==> src/rtl/sopc_dbus_bridge.sv <==
// Data-bus bridge from the mips32_core data port to NUM_SLV address-decoded slaves.
// Req/ack handshake with wait states, core stall, timeout abort and a sticky error interrupt.
module sopc_dbus_bridge #(
   parameter int NUM_SLV = 4,
   parameter int ADDR_W  = 32,
   parameter int DATA_W  = 32,
   parameter int DEC_MSB = 31,
   parameter int DEC_LSB = 28,
   parameter int TIMEOUT = 16,
   localparam int SEL_W  = DATA_W / 8
) (
   input  logic                      clk,
   input  logic                      rst,
   input  logic                      m_ce_i,
   input  logic                      m_we_i,
   input  logic [ADDR_W-1:0]         m_addr_i,
   input  logic [DATA_W-1:0]         m_wdata_i,
   input  logic [SEL_W-1:0]          m_sel_i,
   output logic [DATA_W-1:0]         m_rdata_o,
   output logic                      m_stall_o,
   output logic                      m_err_o,
   output logic [NUM_SLV-1:0]        s_ce_o,
   output logic                      s_we_o,
   output logic [ADDR_W-1:0]         s_addr_o,
   output logic [DATA_W-1:0]         s_wdata_o,
   output logic [SEL_W-1:0]          s_sel_o,
   input  logic [NUM_SLV*DATA_W-1:0] s_rdata_i,
   input  logic [NUM_SLV-1:0]        s_ack_i,
   input  logic                      err_clr_i,
   output logic                      bus_err_int_o
);

   localparam int IDX_W = DEC_MSB - DEC_LSB + 1;
   localparam int CNT_W = (TIMEOUT > 0) ? $clog2(TIMEOUT + 1) : 1;
   localparam logic [NUM_SLV-1:0] ONE = 1;

   typedef enum logic [1:0] {IDLE, BUSY, DONE, ERR} state_t;

   state_t           state;
   logic [IDX_W-1:0] idx_q;
   logic [CNT_W-1:0] cnt;
   logic [CNT_W-1:0] cnt_inc;
   logic [IDX_W-1:0] dec_idx;
   logic             mapped;
   logic             ack_hit;
   logic             tmo;

   assign dec_idx = m_addr_i[DEC_MSB:DEC_LSB];
   assign mapped  = ({{(32-IDX_W){1'b0}}, dec_idx} < NUM_SLV);
   // s_ce_o is one-hot on the latched slave, so masking ignores acks from other slaves
   assign ack_hit = |(s_ce_o & s_ack_i);
   assign cnt_inc = (cnt == '1) ? cnt : cnt + 1'b1;
   assign tmo     = (TIMEOUT > 0) && (cnt_inc == CNT_W'(TIMEOUT));

   // stall is combinational in IDLE so the core freezes in the request cycle; gated by reset
   assign m_stall_o = rst && ((state == IDLE && m_ce_i) || state == BUSY);

   always_ff @(posedge clk or negedge rst) begin
      if (!rst) begin
         state         <= IDLE;
         idx_q         <= '0;
         cnt           <= '0;
         m_rdata_o     <= '0;
         m_err_o       <= 1'b0;
         s_ce_o        <= '0;
         s_we_o        <= 1'b0;
         s_addr_o      <= '0;
         s_wdata_o     <= '0;
         s_sel_o       <= '0;
         bus_err_int_o <= 1'b0;
      end else begin
         case (state)
            IDLE: if (m_ce_i) begin
               s_we_o    <= m_we_i;
               s_addr_o  <= m_addr_i;
               s_wdata_o <= m_wdata_i;
               s_sel_o   <= m_sel_i;
               idx_q     <= dec_idx;
               cnt       <= '0;
               if (mapped) begin
                  s_ce_o <= ONE << dec_idx;
                  state  <= BUSY;
               end else begin
                  m_err_o   <= 1'b1;
                  m_rdata_o <= '0;
                  state     <= ERR;
               end
            end
            BUSY: begin
               cnt <= cnt_inc;
               if (ack_hit) begin
                  m_rdata_o <= s_we_o ? '0 : s_rdata_i[idx_q*DATA_W +: DATA_W];
                  s_ce_o    <= '0;
                  state     <= DONE;
               end else if (tmo) begin
                  m_err_o   <= 1'b1;
                  m_rdata_o <= '0;
                  s_ce_o    <= '0;
                  state     <= ERR;
               end
            end
            DONE: state <= IDLE;
            ERR: begin
               m_err_o <= 1'b0;
               state   <= IDLE;
            end
            default: state <= IDLE;
         endcase

         // set in ERR takes priority over a simultaneous clear
         if (state == ERR)
            bus_err_int_o <= 1'b1;
         else if (err_clr_i)
            bus_err_int_o <= 1'b0;
      end
   end

endmodule

==> config.mk <==
export PLATFORM = sky130hd
export DESIGN_NAME = sopc_dbus_bridge
export DESIGN_NICKNAME = d
export VERILOG_FILES = /design/src/rtl/sopc_dbus_bridge.sv
export SDC_FILE = /design/constraint.sdc
export NUM_CORES = 1
export LEC_CHECK = 0
export CAP_MARGIN = 20
export CORE_MARGIN = 4
export CORE_UTILIZATION = 40
export DETAILED_ROUTE_END_ITERATION = 8
export MAX_ROUTING_LAYER = met4
export PLACE_DENSITY = 0.82
export SLEW_MARGIN = 15
export SYNTH_ARGS = -nofsm -noshare
export SYNTH_HDL_FRONTEND = slang
export SYNTH_SLANG_ARGS = --single-unit
==> constraint.sdc <==
create_clock -name clk -period 3.7 [get_ports clk]
set_clock_uncertainty 0.05 [all_clocks]
set_input_delay 1.11 -clock clk [delete_from_list [all_inputs] [get_ports clk]]
set_output_delay 1.11 -clock clk [all_outputs]
set_load 0.005 [all_outputs]
==> results of run 1 <==
[power by group through the flow]
stage | registers [mW] | logic [mW] | clock network (mW)
after floorplan | 1.98 | 1.20 | 0
after global placement | 1.96 | 2.56 | 0
after detailed placement | 1.99 | 2.61 | 0
after CTS | 1.98 | 2.64 | 1.68
after global routing | 2.04 | 2.85 | 1.73
final | 1.98 | 2.62 | 1.64
[through the flow]
step / cells / setup slack (ns) / hold WS, ns / instance area [um2] / utilization
CTS: 969 / 0.125 / 0.425 / 9030 / 0.716
global placement: 937 / 0.130 / 0.407 / 8440 / 0.669
finish: 971 / 0.138 / 0.422 / 9040 / 0.717
global route: 971 / 0.0412 / 0.446 / 9040 / 0.717
detailed placement: 937 / 0.141 / 0.411 / 8440 / 0.669
floorplan: 473 / 1.23 / 0.420 / 5140 / -
[synthesized netlist by cell type, types with 2 or more instances]
| cell type | number | area [um2] |
|---|---|---|
| a211oi_1 | 3 | 22.5 |
| mux4_2 | 32 | 721 |
| inv_1 | 7 | 26.3 |
| a22o_1 | 36 | 315 |
| a21oi_1 | 4 | 20.0 |
| o21ai_0 | 4 | 20.0 |
| clkbuf_1 | 24 | 90.1 |
| nand2_1 | 211 | 792 |
| nor3b_1 | 2 | 15.0 |
| nand4_1 | 2 | 12.5 |
| dfrtp_1 | 114 | 2850 |
| buf_2 | 4 | 20.0 |
| nor2_1 | 7 | 26.3 |
| nand3_1 | 3 | 15.0 |
| o2bb2ai_1 | 2 | 17.5 |
| buf_6 | 3 | 33.8 |
[cells by family after synthesis]
group / Yosys count / synth area share
buf+inv: 38 / 0.0331
compound gates: 55 / 0.0896
flops: 114 / 0.555
fa+ha+maj: 1 / 0.00243
mux: 33 / 0.143
simple gates: 232 / 0.177
[state kept, by name (all words and copies together), names as in the netlist]
signal,count
cnt,5
s_addr_o,32
s_ce_o,4
bus_err_int_o,1
s_we_o,1
s_wdata_o,32
s_sel_o,4
state,2
m_err_o,1
m_rdata_o,32
[worst max-delay path, delay by kind of cell]
kind	cells	cell delay (ns)
and+or+nand+nor	1	0.10
AOI/OAI and AO/OA	1	0.10
buffers and inverters	2	1.09
[layout make-up]
cell class / instances / area, um2 / area share
multi-input cells: 321 / 2130 / 0.235
clock inverters: 10 / 133 / 0.0147
inverters: 7 / 26.3 / 0.00291
flip-flops and latches: 114 / 2850 / 0.316
clock buffers: 22 / 464 / 0.0513
repair buffers: 323 / 3220 / 0.356
diodes: 2 / 5.00 / 0.000553
well taps: 172 / 215 / 0.0238
[metal layers]
metal / GRT usage / vias to the layer above / wire length, um
li1: - / 2247 / -
met1: 0.292 / 2409 / 6980
met2: 0.448 / 270 / 10000
met3: 0.102 / 62 / 1830
met4: 0.134 / 0 / 919
met5: - / - / 0
[worst max-delay path by stage]
stage / startpoint / to / slack, ns / cells after the start
4_1_cts: m_ce_i / m_stall_o / 0.13 / 4
5_1_grt: m_ce_i / m_stall_o / 0.04 / 4
3_3_place_gp: m_ce_i / m_stall_o / 0.13 / 4
6_report: m_ce_i / m_stall_o / 0.14 / 4
3_5_place_dp: m_ce_i / m_stall_o / 0.14 / 4
2_1_floorplan: m_ce_i / m_stall_o / 1.23 / 2
==> summary.md, run 1 <==
| Metric | Value |
|---|---|
| Status | finished, final reports clean |
| # IOs | 313 |
| Worst hold path depth | 2 |
| Worst r2r src | cnt[1] |
| Most frequent cells in the layout | clkdlybuf4s50_1, nand2_1, dfrtp_1, a22o_1, mux4_2 |
| DRT iter0 DRCs | 398 |
| Worst Path Required | 2.54 ns |
| Final ANT Viol Nets | 0 |
| Clock-pin transition on the worst setup and hold timing paths | 0.05 ns |
| Clock Latency Late Sink | 0.41 ns |
| Post-synth EDFFs | 0 |
| Total power | 6.24 mW |
| Post-route DRC | 0 |
| Worst-path fanout max | 5 |
| Flop-to-flop setup slack | 1.35 ns |
| Final Cycle Share | 0.963 |
| Num Clock Sinks | 114 |
| CP max stage delay | 0.56 ns |
| GPL Wtd Cong | 0.912 |
| Average wire per standard cell | 20.3 um |
| Hold EP | s_addr_o[10] |
| Total track usage | 0.273 |
| Final TNS setup | 0 ns |
| Cell Rows | 41 |
| CTS tree | yes |
| Final Hold Vio Count | 0 |
| P_sw | 1.98 mW |
| CTS H-Tree Depth | 4 |
| First-pass GRT wire length | 29,300 um |
| Primary FF master, synth | dfrtp_1 |
| Most common cell after layout, fill and taps aside | clkdlybuf4s50_1 |
| P_leak | 4.03 nW |
| Number of global-route vias before repair | 5,239 |
| PwrDens | 691 nW/um2 |
| Worst hold-check path type | flop to flop |
| Total grt overflow | 0 |
| CTS Hold Buffers Added | 0 |
| Distinct cell type count after synthesis | 31 |
| R2R depth | 7 |
| Register share of total power | 0.317 |
| Max Slew Vio Count | 0 |
| Number of fill cells in the layout | 897 |
| Worst hold start | s_addr_o[10] |
| Post-DP HPWL | 14,300 um |
| Chip Width | 121 um |
| Sw Share | 0.317 |
| Area of the core | 12,600 um2 |
| Yosys reg bits | 114 |
| Post-Route WL | 19,800 um |
| Post-CTS Setup Inserts | 0 |
| RSZ-0062 raised after global routing | no |
| Post-synth ARST share | 1.00 |
| Crit. End Element | output pin |
| DR vias | 4,988 |
| Initial antenna violation count | 2 |
| Critical path class | input pin to output pin |
| Setup violators final | 0 |
| Worst path most repeated cell | clkdlybuf4s50_1 |
| Clk buf depth | 2 |
| Achievable Freq | 281 MHz |
| Worst path slowest cell | clkdlybuf4s50_1 |
| Worst-Margin Slew | 0.770 ns |
| Drt first pass iters | 5 |
| Share of layout cells above drive strength 1 | 0.100 |
| Post-synthesis sequential area ratio | 0.555 |
| TritonCTS Buffers | 17 |
| Combinational Power Share | 0.419 |
| Yosys warns | 0 |
| Worst VDD drop | 0.000410 V |
| Initial Utilization | 0.407 |
| Internal Power | 4.27 mW |
| Syn Area/Cell | 10.9 um2 |
| R2R Path End | m_rdata_o[15] |
| Area growth, synth to finish | 75.9% |
| Max-slew headroom | 0.487 |
| Largest net degree at the start of global routing | 85 |
| CP Launch Type | input pin |
| Die Ht | 121 um |
| Die Area | 14,700 um2 |
| Synthesized Nets | 679 |
| Net count, final | 990 |
| MaxCap Viol Count | 0 |
| Min Tclk post-route | 3.56 ns |
| Mapped Cells | 473 |
| Resize count post-CTS | 0 |
| Count of input and output buffers | 312 |
| Cell breakdown of the critical path | clkdlybuf4s50_1 > o21bai_1 > nor2_1 > clkdlybuf4s50_1 |
| Arrival @ worst endpoint | 2.40 ns |
| Vias/cell | 5.14 |
| Clock root buffer | clkbuf_16 |
| Clock power share | 0.263 |
| Mapped Area | 5140 um2 |
No activity file was read; power rests on OpenSTA's default activity.
==> run 2: changes to the inputs <==
==> constraint.sdc (replaced) <==
create_clock -name clk -period 3.7 [get_ports clk]
set_clock_uncertainty 0.05 [all_clocks]
set_input_delay 0.74 -clock clk [delete_from_list [all_inputs] [get_ports clk]]
set_output_delay 0.74 -clock clk [all_outputs]
set_load 0.005 [all_outputs]
==> summary.md, run 2 (same netlist as run 1, synthesis figures left out) <==
| Metric | Value |
|---|---|
| Number of global-route vias before repair | 5,227 (-0.23%) |
| Area of the core | 12,600 um2 (unchanged) |
| Biggest regs | m_rdata_o x32, s_addr_o x32, s_wdata_o x32 |
| Clk buf depth | 2 (unchanged) |
| Die Area | 14,700 um2 (unchanged) |
| DR vias | 5,006 (+0.36%) |
| Worst path most repeated cell | clkdlybuf4s50_1 |
| Max Slew Vio Count | 0 (unchanged) |
| Worst path slowest cell | clkdlybuf4s50_1 |
| Critical Path Start | m_ce_i |
| Average wire per standard cell | 20.7 um (+1.8%) |
| Setup violators final | 0 (unchanged) |
| GPL Wtd Cong | 0.898 (-1.6%) |
| CTS H-Tree Depth | 4 (unchanged) |
| Most frequent cells in the layout | clkdlybuf4s50_1, nand2_1, dfrtp_1, a22o_1, mux4_2 |
| Achievable Freq | 353 MHz (+26%) |
| # IOs | 313 (unchanged) |
| Total track usage | 0.276 (+0.00277) |
| Area growth, synth to finish | 75.1% |
| Final Cycle Share | 0.766 (-0.197) |
| Total power | 6.19 mW (-0.85%) |
| Final TNS setup | 0 ns (unchanged) |
| Max-slew headroom | 0.373 (-0.114) |
| Post-layout util | 0.713 (-0.00307) |
| Buffers and inverters on the worst path | 2 (unchanged) |
| Vias/cell | 5.17 (+0.57%) |
| CP max stage delay | 0.56 ns (about the same) |
| Cell Rows | 41 (unchanged) |
| Net count, final | 988 (-0.20%) |
| PwrDens | 688 nW/um2 (-0.43%) |
| P_leak | 4.00 nW (-0.80%) |
| Post-route DRC | 0 (unchanged) |
| Cells after DPL | 935 (-0.21%) |
| Drt first pass iters | 5 (unchanged) |
| RSZ-0062 raised after global routing | no |
| Die Ht | 121 um (unchanged) |
| Clock root buffer | clkbuf_16 |
| Count of input and output buffers | 312 (unchanged) |
| Min Tclk post-route | 2.83 ns (-0.728 ns) |
| Post-DP HPWL | 14,800 um (+3.4%) |
| Critical path class | input pin to output pin |
| Final Hold Vio Count | 0 (unchanged) |
| Total grt overflow | 0 (unchanged) |
| Post-Route WL | 20,100 um (+1.6%) |
| Clock-pin transition on the worst setup and hold timing paths | 0.06 ns (about the same) |
| Initial antenna violation count | 2 (unchanged) |
| Post-CTS Setup Inserts | 0 (unchanged) |
| CTS Hold Buffers Added | 0 (unchanged) |
| Final ANT Viol Nets | 0 (unchanged) |
| Initial Utilization | 0.407 (unchanged) |
| Worst VDD drop | 0.000482 V (+18%) |
| TritonCTS Buffers | 17 (unchanged) |
| Status | finished, final reports clean |
| Finished Layout Cells | 969 (-0.21%) |
| Number of fill cells in the layout | 924 (+3.0%) |
| MaxCap Viol Count | 0 (unchanged) |
| Num Clock Sinks | 114 (unchanged) |
| Worst r2r src | cnt[1] |
| Chip Width | 121 um (unchanged) |
| Clock Latency Late Sink | 0.40 ns (about the same) |
| Cell family with most CP delay | buffers and inverters |
| First-pass GRT wire length | 29,500 um (+0.64%) |
| Crit. End Element | output pin |
| Resize count post-CTS | 0 (unchanged) |
| Worst Path Required | 2.91 ns (+0.37 ns) |
| Worst-path fanout max | 5 (unchanged) |
| Worst hold-check path type | input pin to async pin |
| Hold Worst Slack | 0.367 ns (-0.0548 ns) |
| Arrival @ worst endpoint | 2.04 ns (-0.36 ns) |
| Share of layout cells above drive strength 1 | 0.101 (+0.000253) |
| Largest net degree at the start of global routing | 76 (-11%) |
| CP Launch Type | input pin |
| Most common cell after layout, fill and taps aside | clkdlybuf4s50_1 |
| CTS tree | yes |
| DRT iter0 DRCs | 314 (-21%) |
| Cell breakdown of the critical path | clkdlybuf4s50_1 > o21bai_1 > nor2_1 > clkdlybuf4s50_1 |
| Worst-Margin Slew | 0.940 ns (+0.170 ns) |
[run 2: cell types whose count changed in the layout (fill, tap and decap cells not counted), sizes merged]
cell      previous run  this run
clkinvlp             3         6
buf                 12        10
clkbuf              22        20
bufinv               3         2
clkinv               4         3
inv                  7         8
[run 2: report_power, final]
group	switching, mW	total (mW)	internal (mW)	leakage [nW]
Clock	0.578	1.60	1.03	0.271
Sequential	0.329	2.02	1.69	1.47
Combinational	1.11	2.57	1.46	2.26
Total	2.01	6.19	4.18	4.00
[run 2: path summary, 6_finish.rpt]
| kind | to | slack, ns | depth (start not counted) |
|---|---|---|---|
| setup / recovery | m_stall_o | 0.87 | 4 |
| hold / removal | s_addr_o[9] | 0.37 | 2 |
| setup reg to reg | m_rdata_o[12] | 1.24 | 7 |
| hold reg to reg | s_wdata_o[3] | 0.42 | 2 |
| max in group asynchronous | s_addr_o[28] | 1.88 | 3 |
| min in group clk | s_wdata_o[3] | 0.42 | 2 |
[run 2: metal layers]
metal	vias to the layer above	share of wire	track usage
li1	2237	-	-
met1	2400	0.34	0.292
met2	288	0.50	0.443
met3	81	0.098	0.100
met4	0	0.058	0.167
met5	-	0	-
[run 2: metrics by stage]
stage / area, um2 / setup slack [ns]
after CTS: 9000 / 0.865
after detailed placement: 8410 / 0.761
final: 9000 / 0.866
after global routing: 9000 / 0.800
after global placement: 8410 / 0.871
after floorplan: 5140 / 1.63
[run 2: cell type report]
| cell class | count | area [um2] | area share |
|---|---|---|---|
| sequential | 114 | 2850 | 0.317 |
| timing repair buffer | 321 | 3190 | 0.354 |
| antenna | 2 | 5.00 | 0.000556 |
| multi-input combinational | 321 | 2130 | 0.236 |
| clock buffer | 20 | 457 | 0.0507 |
| tap | 172 | 215 | 0.0239 |
| inverter | 7 | 26.3 | 0.00292 |
| clock inverter | 12 | 133 | 0.0147 |
==> run 3: changes to the inputs <==
--- a/config.mk
+++ b/config.mk
@@ -6,11 +6,12 @@
 export NUM_CORES = 1
 export LEC_CHECK = 0
 export CAP_MARGIN = 20
+export CORE_ASPECT_RATIO = 1.25
 export CORE_MARGIN = 4
-export CORE_UTILIZATION = 40
+export CORE_UTILIZATION = 38
 export DETAILED_ROUTE_END_ITERATION = 8
 export MAX_ROUTING_LAYER = met4
-export PLACE_DENSITY = 0.82
+export PLACE_DENSITY = 0.78
 export SLEW_MARGIN = 15
 export SYNTH_ARGS = -nofsm -noshare
 export SYNTH_HDL_FRONTEND = slang
==> constraint.sdc (replaced) <==
create_clock -name clk -period 2.66 [get_ports clk]
set_clock_uncertainty 0.05 [all_clocks]
set_input_delay 0.532 -clock clk [delete_from_list [all_inputs] [get_ports clk]]
set_output_delay 0.532 -clock clk [all_outputs]
set_load 0.005 [all_outputs]
==> summary.md, run 3 (same netlist as run 1, synthesis figures left out) <==
| Metric | Value |
|---|---|
| P_sw | 2.75 mW (+36%) |
| PwrDens | 960 nW/um2 (+40%) |
| Hold Worst Slack | 0.212 ns (-0.155 ns) |
| CTS Hold Buffers Added | 0 (unchanged) |
| MaxCap Viol Count | 0 (unchanged) |
| Vias/cell | 5.09 (-1.5%) |
| Max-slew headroom | 0.481 (+0.108) |
| Worst-Margin Slew | 0.778 ns (-0.162 ns) |
| Finished Layout Cells | 978 (+0.93%) |
| Final Cell Area | 9110 um2 (+1.2%) |
| Count of input and output buffers | 312 (unchanged) |
| Worst VDD drop | 0.000493 V (+2.1%) |
| Total track usage | 0.250 (-0.0259) |
| Initial Utilization | 0.389 (-0.0188) |
| Combinational Power Share | 0.413 (-0.002) |
| Net count, final | 993 (+0.51%) |
| Cells after DPL | 939 (+0.43%) |
| Post-CTS Setup Inserts | 0 (unchanged) |
| Clock-pin transition on the worst setup and hold timing paths | 0.06 ns (about the same) |
| Average wire per standard cell | 19.4 um (-6.6%) |
| CTS H-Tree Depth | 4 (unchanged) |
| Worst Path Required | 2.08 ns (-0.83 ns) |
| Cell family with most CP delay | buffers and inverters |
| Max Slew Vio Count | 0 (unchanged) |
| Drt first pass iters | 4 (-1) |
| Worst path slowest cell | clkdlybuf4s50_1 |
| Setup violators final | 0 (unchanged) |
| Clock root buffer | clkbuf_16 |
| Internal Power | 5.99 mW (+44%) |
| Min Tclk post-route | 2.40 ns |
| CTS tree | yes |
| Final Hold Vio Count | 0 (unchanged) |
| Die Area | 15,500 um2 (+5.0%) |
| Crit. End Element | output pin |
| Arrival @ worst endpoint | 1.82 ns (-0.22 ns) |
| Register share of total power | 0.322 (-0.004) |
| Final TNS setup | 0 ns (unchanged) |
| Clk buf depth | 2 (unchanged) |
| Num Clock Sinks | 114 (unchanged) |
| Final Cycle Share | 0.904 |
| Fin worst setup slack | 0.256 ns (-0.610 ns) |
| Sw Share | 0.314 (-0.0111) |
| CP Launch Type | input pin |
| Post-DP HPWL | 14,800 um (+0.28%) |
| Worst path most repeated cell | clkdlybuf4s50_1 |
| Cell breakdown of the critical path | clkdlybuf4s50_1 > o21bai_1 > nor2_1 > clkdlybuf4s50_1 |
| DRT iter0 DRCs | 290 (-7.6%) |
| Share of layout cells above drive strength 1 | 0.108 (+0.00687) |
| P_leak | 4.06 nW (+1.4%) |
| Most common cell after layout, fill and taps aside | clkdlybuf4s50_1 |
| Worst hold-check path type | input pin to async pin |
| Buffers and inverters on the worst path | 2 (unchanged) |
| Number of global-route vias before repair | 5,272 (+0.86%) |
| Die Ht | 138 um (+14%) |
| Achievable Freq | 416 MHz |
| Area growth, synth to finish | 77.2% |
| Worst-path fanout max | 5 (unchanged) |
| Total power | 8.74 mW (+41%) |
| DR vias | 4,976 (-0.60%) |
| Dpl ws | 0.193 ns (-0.568 ns) |
| Post-Route WL | 18,900 um (-5.7%) |
| Resize count post-CTS | 0 (unchanged) |
| Total grt overflow | 0 (unchanged) |
| CP max stage delay | 0.55 ns (about the same) |
| # IOs | 313 (unchanged) |
| Biggest regs | m_rdata_o x32, s_addr_o x32, s_wdata_o x32 |
| Largest net degree at the start of global routing | 60 (-21%) |
| GPL Wtd Cong | 0.852 (-5.1%) |
| Area of the core | 13,200 um2 (+4.8%) |
| Final ANT Viol Nets | 0 (unchanged) |
| Initial antenna violation count | 5 (+3) |
| Cell Rows | 47 (+15%) |
| Post-DP Area | 8480 um2 (+0.88%) |
| Clock Latency Late Sink | 0.40 ns (about the same) |
| Chip Width | 112 um (-7.7%) |
| First-pass GRT wire length | 29,100 um (-1.4%) |
| Post-route DRC | 0 (unchanged) |
| Critical path class | input pin to output pin |
| RSZ-0062 raised after global routing | no |
| Most frequent cells in the layout | clkdlybuf4s50_1, nand2_1, dfrtp_1, a22o_1, mux4_2 |
| Status | finished, final reports clean |
| TritonCTS Buffers | 17 (unchanged) |
| Clock power share | 0.265 (+0.006) |
| Post-layout util | 0.689 (-0.0249) |
-- run 3: final cells by class --
class,instances,area (um2)
clock inverter,13,158
fill,963,4120
tap,171,214
inverter,7,26.3
clock buffer,19,453
sequential,114,2850
multi-input combinational,321,2130
timing repair buffer,326,3260
antenna,7,17.5
-- run 3: power by group through the flow --
stage / clock (mW) / sequential [mW] / combinational, mW
2_1_floorplan: 0 / 2.76 / 1.67
3_3_place_gp: 0 / 2.81 / 3.55
3_5_place_dp: 0 / 2.83 / 3.64
4_1_cts: 2.36 / 2.82 / 3.66
5_1_grt: 2.46 / 2.91 / 3.92
6_report: 2.32 / 2.81 / 3.61
-- run 3: worst reg2reg max path: stages, from the launching register on --
cell and delay [ns]:
dfrtp_1 0.43, ha_1 0.31, nand4_1 0.17, mux2_4 0.35, a211oi_4 0.25, o22ai_2 0.14
buf_12 0.19, a22o_1 0.26
-- run 3: path summary, 6_finish.rpt --
path	startpoint	endpoint	slack (ns)	cells past startpoint
worst max-delay path	m_ce_i	m_stall_o	0.26	4
worst min-delay path	rst	bus_err_int_o	0.21	2
worst max register to register	cnt[1]	m_rdata_o[14]	0.40	7
worst min register to register	s_addr_o[22]	s_addr_o[22]	0.42	2
max in group asynchronous	rst	s_addr_o[28]	1.06	3
min in group clk	s_addr_o[22]	s_addr_o[22]	0.42	2
-- run 3: routing by layer --
metal | wire [um] | track usage
met3 | 1630 | 0.0817
met2 | 10100 | 0.438
met1 | 6780 | 0.269
met4 | 457 | 0.0766
met5 | 0 | -
